### src/rtl/rc_filter_555_out.sv
// First-order RC low-pass that smooths the 555 VCO square wave, using a 16-cycle shift-add multiply.
// Optional output coupling-cap DC block: define RC_FILTER_DC_BLOCK_EN.
//
// state | meaning
// IDLE  | waiting for audio_clk_en
// MUL   | shift-add of diff * ALPHA_Q16, one alpha bit per clock
// ACC   | fold product into y_acc
// HP    | DC-block high-pass stage (only with RC_FILTER_DC_BLOCK_EN)
module rc_filter_555_out #(
    parameter int CLOCK_RATE  = 1000000,
    parameter int SAMPLE_RATE = 48000,
    parameter int R_OHMS      = 10000,
    parameter int C_NF        = 100,
    parameter int HP_SHIFT    = 10
) (
    input  logic               clk,
    input  logic               reset,
    input  logic               audio_clk_en,
    input  logic signed [15:0] in,
    output logic signed [15:0] out,
    output logic               out_valid,
    output logic               busy,
    output logic               overrun
);

    localparam logic [63:0] DT_NS      = 64'd1000000000 / 64'(SAMPLE_RATE);
    localparam logic [63:0] ALPHA_FULL = (64'd65536 * DT_NS) / (64'(R_OHMS) * 64'(C_NF) + DT_NS);
    localparam logic [15:0] ALPHA_Q16  = ALPHA_FULL[15:0];
`ifdef RC_FILTER_DC_BLOCK_EN
    localparam int MIN_SPACING = 19;
`else
    localparam int MIN_SPACING = 18;
`endif

    generate
        if (ALPHA_FULL == 64'd0 || ALPHA_FULL > 64'd65535) begin : g_alpha_err
            $error("rc_filter_555_out: ALPHA_Q16 out of range");
        end
        if (CLOCK_RATE / SAMPLE_RATE < MIN_SPACING) begin : g_rate_err
            $error("rc_filter_555_out: too few clocks per sample");
        end
        if (HP_SHIFT < 1 || HP_SHIFT > 15) begin : g_shift_err
            $error("rc_filter_555_out: HP_SHIFT out of range");
        end
    endgenerate

    typedef enum logic [1:0] {S_IDLE, S_MUL, S_ACC, S_HP} state_t;

    state_t             r_state, w_state_next;
    logic        [3:0]  r_cnt;
    logic signed [16:0] r_diff;
    logic signed [32:0] r_prod;
    logic signed [31:0] r_y_acc;
    logic signed [15:0] r_out;
    logic               r_out_valid;
    logic               r_overrun;

    logic signed [16:0] w_in_diff;
    logic signed [32:0] w_diff_ext;
    logic signed [32:0] w_addend;
    logic signed [31:0] w_y_next;

    assign w_in_diff  = {in[15], in} - {r_y_acc[31], r_y_acc[31:16]};
    assign w_diff_ext = {{16{r_diff[16]}}, r_diff};
    assign w_addend   = ALPHA_Q16[r_cnt] ? (w_diff_ext <<< r_cnt) : 33'sd0;
    // The convex update keeps y_acc in range, so dropping the product's top bit is exact.
    assign w_y_next   = r_y_acc + 32'(r_prod);

`ifdef RC_FILTER_DC_BLOCK_EN
    logic signed [31:0] r_dc_acc;
    logic signed [15:0] w_lp;
    logic signed [32:0] w_dc_err;
    logic signed [32:0] w_dc_step;
    logic signed [31:0] w_dc_next;
    logic signed [16:0] w_hp;
    logic signed [15:0] w_hp_sat;

    assign w_lp      = r_y_acc[31:16];
    assign w_dc_err  = {w_lp[15], w_lp, 16'h0000} - {r_dc_acc[31], r_dc_acc};
    assign w_dc_step = w_dc_err >>> HP_SHIFT;
    assign w_dc_next = r_dc_acc + 32'(w_dc_step);
    assign w_hp      = {w_lp[15], w_lp} - {w_dc_next[31], w_dc_next[31:16]};

    always_comb begin
        w_hp_sat = w_hp[15:0];
        if (w_hp[16] != w_hp[15]) begin
            w_hp_sat = w_hp[16] ? 16'sh8000 : 16'sh7fff;
        end
    end
`endif

    always_comb begin
        w_state_next = r_state;
        case (r_state)
            S_IDLE:  if (audio_clk_en) w_state_next = S_MUL;
            S_MUL:   if (r_cnt == 4'd15) w_state_next = S_ACC;
`ifdef RC_FILTER_DC_BLOCK_EN
            S_ACC:   w_state_next = S_HP;
`else
            S_ACC:   w_state_next = S_IDLE;
`endif
            S_HP:    w_state_next = S_IDLE;
            default: w_state_next = S_IDLE;
        endcase
    end

    always_ff @(posedge clk) begin
        if (reset) begin
            r_state     <= S_IDLE;
            r_cnt       <= 4'd0;
            r_diff      <= 17'sd0;
            r_prod      <= 33'sd0;
            r_y_acc     <= 32'sd0;
            r_out       <= 16'sd0;
            r_out_valid <= 1'b0;
            r_overrun   <= 1'b0;
`ifdef RC_FILTER_DC_BLOCK_EN
            r_dc_acc    <= 32'sd0;
`endif
        end else begin
            r_state     <= w_state_next;
            r_out_valid <= 1'b0;
            // Strobes during any non-idle cycle are dropped, not queued.
            if (audio_clk_en && r_state != S_IDLE) r_overrun <= 1'b1;
            case (r_state)
                S_IDLE: begin
                    if (audio_clk_en) begin
                        r_diff <= w_in_diff;
                        r_prod <= 33'sd0;
                        r_cnt  <= 4'd0;
                    end
                end
                S_MUL: begin
                    r_prod <= r_prod + w_addend;
                    r_cnt  <= r_cnt + 4'd1;
                end
                S_ACC: begin
                    r_y_acc <= w_y_next;
`ifndef RC_FILTER_DC_BLOCK_EN
                    r_out       <= w_y_next[31:16];
                    r_out_valid <= 1'b1;
`endif
                end
`ifdef RC_FILTER_DC_BLOCK_EN
                S_HP: begin
                    r_dc_acc    <= w_dc_next;
                    r_out       <= w_hp_sat;
                    r_out_valid <= 1'b1;
                end
`endif
                default: ;
            endcase
        end
    end

    assign out       = r_out;
    assign out_valid = r_out_valid;
    assign busy      = (r_state != S_IDLE);
    assign overrun   = r_overrun;

endmodule

### config.mk
export PLATFORM = sky130hd
export DESIGN_NAME = rc_filter_555_out
export DESIGN_NICKNAME = d
export VERILOG_FILES = /design/src/rtl/rc_filter_555_out.sv
export SDC_FILE = /design/constraint.sdc
export NUM_CORES = 1
export LEC_CHECK = 0
export CAP_MARGIN = 20
export CORE_MARGIN = 1.5
export CORE_UTILIZATION = 45
export CTS_CLUSTER_DIAMETER = 60
export DETAILED_ROUTE_END_ITERATION = 10
export GPL_TIMING_DRIVEN = 0
export RECOVER_POWER = 50
export SLEW_MARGIN = 0
export SYNTH_ARGS = -nofsm -noshare
export SYNTH_HDL_FRONTEND = slang
export SYNTH_SLANG_ARGS = --single-unit
### constraint.sdc
create_clock -name clk -period 9.7 [get_ports clk]
set_input_delay 0.97 -clock clk [delete_from_list [all_inputs] [get_ports clk]]
set_output_delay 0.97 -clock clk [all_outputs]
set_load 0.01 [all_outputs]
==> results.cfg <==
[synthesis]
synth-warning-count = 0
postSynthRegisterBits = 90
synthesis.area_per_instance_sq_um = 7.55
yosys_most_used_dff = dfxtp_1
mappedNetlistNets = 1222
async_flop_share_pct = 0
netlist-cell-type-count = 87
syn_area_sq_um = 8470
syn_inst = 1121
sequential_cell_area_fraction_in_the_yosys_report_pct = 21.3
synth_enable_flop_cells = 0

[drt]
vias_per_cell = 5.92
detailedRoute.firstPassIterationCount = 5
wirelength_um = 26000
drtIter0Drc = 589
post_drt_wl_per_cell_um = 18.5
ant_nets = 0
drc = 0
num_vias = 8309

[floorplan]
dieArea_sq_um = 19700
floorplan.core_area_sq_um = 18200
die_x_um = 140
start_util_pct = 46.5
fp-row-count = 49
die_height_um = 140
num_io_pins = 38

[cts]
clkSlewWorstSetupHoldPaths_ns = 0.07
ctsHoldBuffers = 0
clockBufferDepth = 2
post-cts-setup-buffers = 0
post_cts_gate_resize_count = 0
sinks_on_clock_net = 90
cts_tree = yes
htreeDepth = 3
clock_latency_ns = 0.36
tritoncts.num_buffers = 9
clock_tree.root_cell = clkbuf_16

[worst_setup_path]
criticalPathCategory = reg2reg
reg2regPathDepth = 16
timing.critical_path.to_type = flip-flop
worstSetupEndpoint = r_prod[30]$_SDFFE_PP0P_
reg2reg_to = r_prod[30]$_SDFFE_PP0P_
critical_path.startpoint_type = flip-flop
critPathRequiredTime_ns = 9.96
regToRegStartpoint = r_cnt[0]$_SDFFE_PP0P_
critical_path.startpoint = r_cnt[0]$_SDFFE_PP0P_
critPathArrivalTime_ns = 4.50
worst-r2r-setup-slack_ns = 5.46
crit_path_max_fanout = 10

[status]
run_status = finished, final reports clean

[grt]
grt_start_max_net_pins = 15
number_of_global_route_vias_before_repair = 7799
global_route_wire_length_before_repair_um = 41500
grt_total_ovfl = 0
grt_antenna_before_repair = 0
groute.usage.overall_pct = 26.9

[finish]
syn2layout_area_growth_pct = 10.8
nets = 1270
layout_common_cells = nand2_1, a21oi_1, dfxtp_1
final_core_density_pct = 51.5
filler_cell_count = 1836
final_common_cell = nand2_1
fraction_of_layout_cells_with_a_size_suffix_above_1_pct = 6.56
antenna_cells = 0

[timing]
final.period_utilization_pct = 43.7
setup_tns_ns = 0
slew_headroom_pct = 44.1
finalCriticalPeriod_ns = 4.24
final-max-slew-violation-count = 0
finalSetupViolations = 0
clock_skew_ns = 0.0101
slew_at_the_pin_closest_to_its_max_slew_limit_ns = 0.838
rsz0062_at_grt = false
timing.fmax_ghz = 0.236
final_hold_viol_count = 0

[power_and_ir_drop]
peak_supply_drop_v = 0.0000835
power.density_nw_per_um2 = 103
p_leak_nw = 3.82

[worst_hold_path]
holdCritPathClass = reg2reg

[placement]
finalWeightedCongestion = 0.924
port_buffers = 37
hpwlAfterDp_um = 20500

[run]
cap_violations = 0
Yosys cell counts (10+ instances only):
cell type / instances / share of area, %
dfxtp_1: 90 / 21
clkbuf_1: 31 / 1.4
o211ai_1: 11 / 0.98
o21bai_1: 10 / 0.89
buf_1: 12 / 0.53
a21o_1: 24 / 2.1
a211oi_1: 11 / 0.98
a21oi_1: 127 / 7.5
nand3_1: 46 / 2.7
xor2_1: 18 / 1.9
o21a_1: 21 / 1.9
buf_4: 18 / 1.6
ha_1: 79 / 12
o21ai_0: 60 / 3.5
nor2_1: 75 / 3.3
inv_1: 43 / 1.9
and2_1: 13 / 0.96
nand2_1: 134 / 5.9
mux2i_1: 31 / 3.7
nor3_1: 22 / 1.3
nand2b_1: 17 / 1.3
and3_1: 10 / 0.74
nor2b_1: 20 / 1.5
a31oi_1: 15 / 1.1
xnor2_1: 28 / 2.9
worst max-delay path, cell delays in order, from the launching register on:
cell and delay (ns):
dfxtp_1 0.33, buf_2 0.26, buf_1 0.49, mux2i_1 0.35
mux2i_1 0.16, nor2_1 0.13, a21oi_1 0.05, nor2b_1 0.19
ha_1 0.33, nand4_1 0.19, nor2_1 0.06, a31oi_1 0.31
a21oi_2 0.14, o311ai_2 0.37, a21oi_1 0.14, or4_1 0.41
a32o_1 0.25
report_power, final:
| group | switching, W | internal, W |
|---|---|---|
| Clock | 0.000160 | 0.000180 |
| Combinational | 0.000136 | 0.0000890 |
| Sequential | 0.0000156 | 0.000383 |
state kept, by name, summed over array words and instances (netlist names), named ones only:
signal     flops
r_prod        32
overrun        1
r_y_acc       32
r_cnt          4
r_state        2
r_diff        17
out_valid      1
cell type report:
class                      count  area, sq um  area share, %
buffer                        73          405           4.32
clock buffer                  11          243           2.59
clock inverter                 5         30.0          0.320
inverter                      43          161           1.72
multi-input combinational    915         6090           64.9
sequential                    90         1800           19.2
tap                          229          287           3.05
timing repair buffer          37          370           3.95
worst min path at each step:
stage	startpoint	to	slack, ns	depth (start not counted)
floorplan	r_y_acc[11]$_SDFFE_PP0P_	r_y_acc[11]$_SDFFE_PP0P_	0.44	2
global placement	r_y_acc[5]$_SDFFE_PP0P_	r_y_acc[5]$_SDFFE_PP0P_	0.44	2
detailed placement	r_y_acc[6]$_SDFFE_PP0P_	r_y_acc[6]$_SDFFE_PP0P_	0.45	2
CTS	r_y_acc[6]$_SDFFE_PP0P_	r_y_acc[6]$_SDFFE_PP0P_	0.46	2
global route	r_y_acc[10]$_SDFFE_PP0P_	r_y_acc[10]$_SDFFE_PP0P_	0.49	2
finish	r_y_acc[0]$_SDFFE_PP0P_	r_y_acc[0]$_SDFFE_PP0P_	0.46	2
kinds of logic after synthesis:
family,share of synthesized area (%)
AOI/OAI and AO/OA,27.4
muxes,5.39
buffers and inverters,6.71
adders and majority gates,12.4
xor gates and xnor gates,4.76
DFF,21.3
and+or+nand+nor,22.1
layer usage:
layer	up-vias	part of all wire, %	GRT usage [%]
met5	-	0	0
met2	213	43	41.9
li1	4150	-	-
met1	3914	50	38.7
met4	0	2.1	8.42
met3	32	5.1	3.28
metrics by stage:
stage                     total power (W)  instances  hold slack [ns]  worst slack (ns)  cell area, sq um
final                            0.000962       1403            0.459              5.46              9390
after global routing              0.00101       1403            0.486              5.14              9390
after CTS                        0.000966       1403            0.459              5.49              9400
after detailed placement         0.000628       1387            0.449              5.52              9130
after global placement           0.000627       1387            0.444              5.54              9130
after floorplan                  0.000563       1121            0.436              6.15              8470
Note: power is estimated with default switching activity, not from simulation.
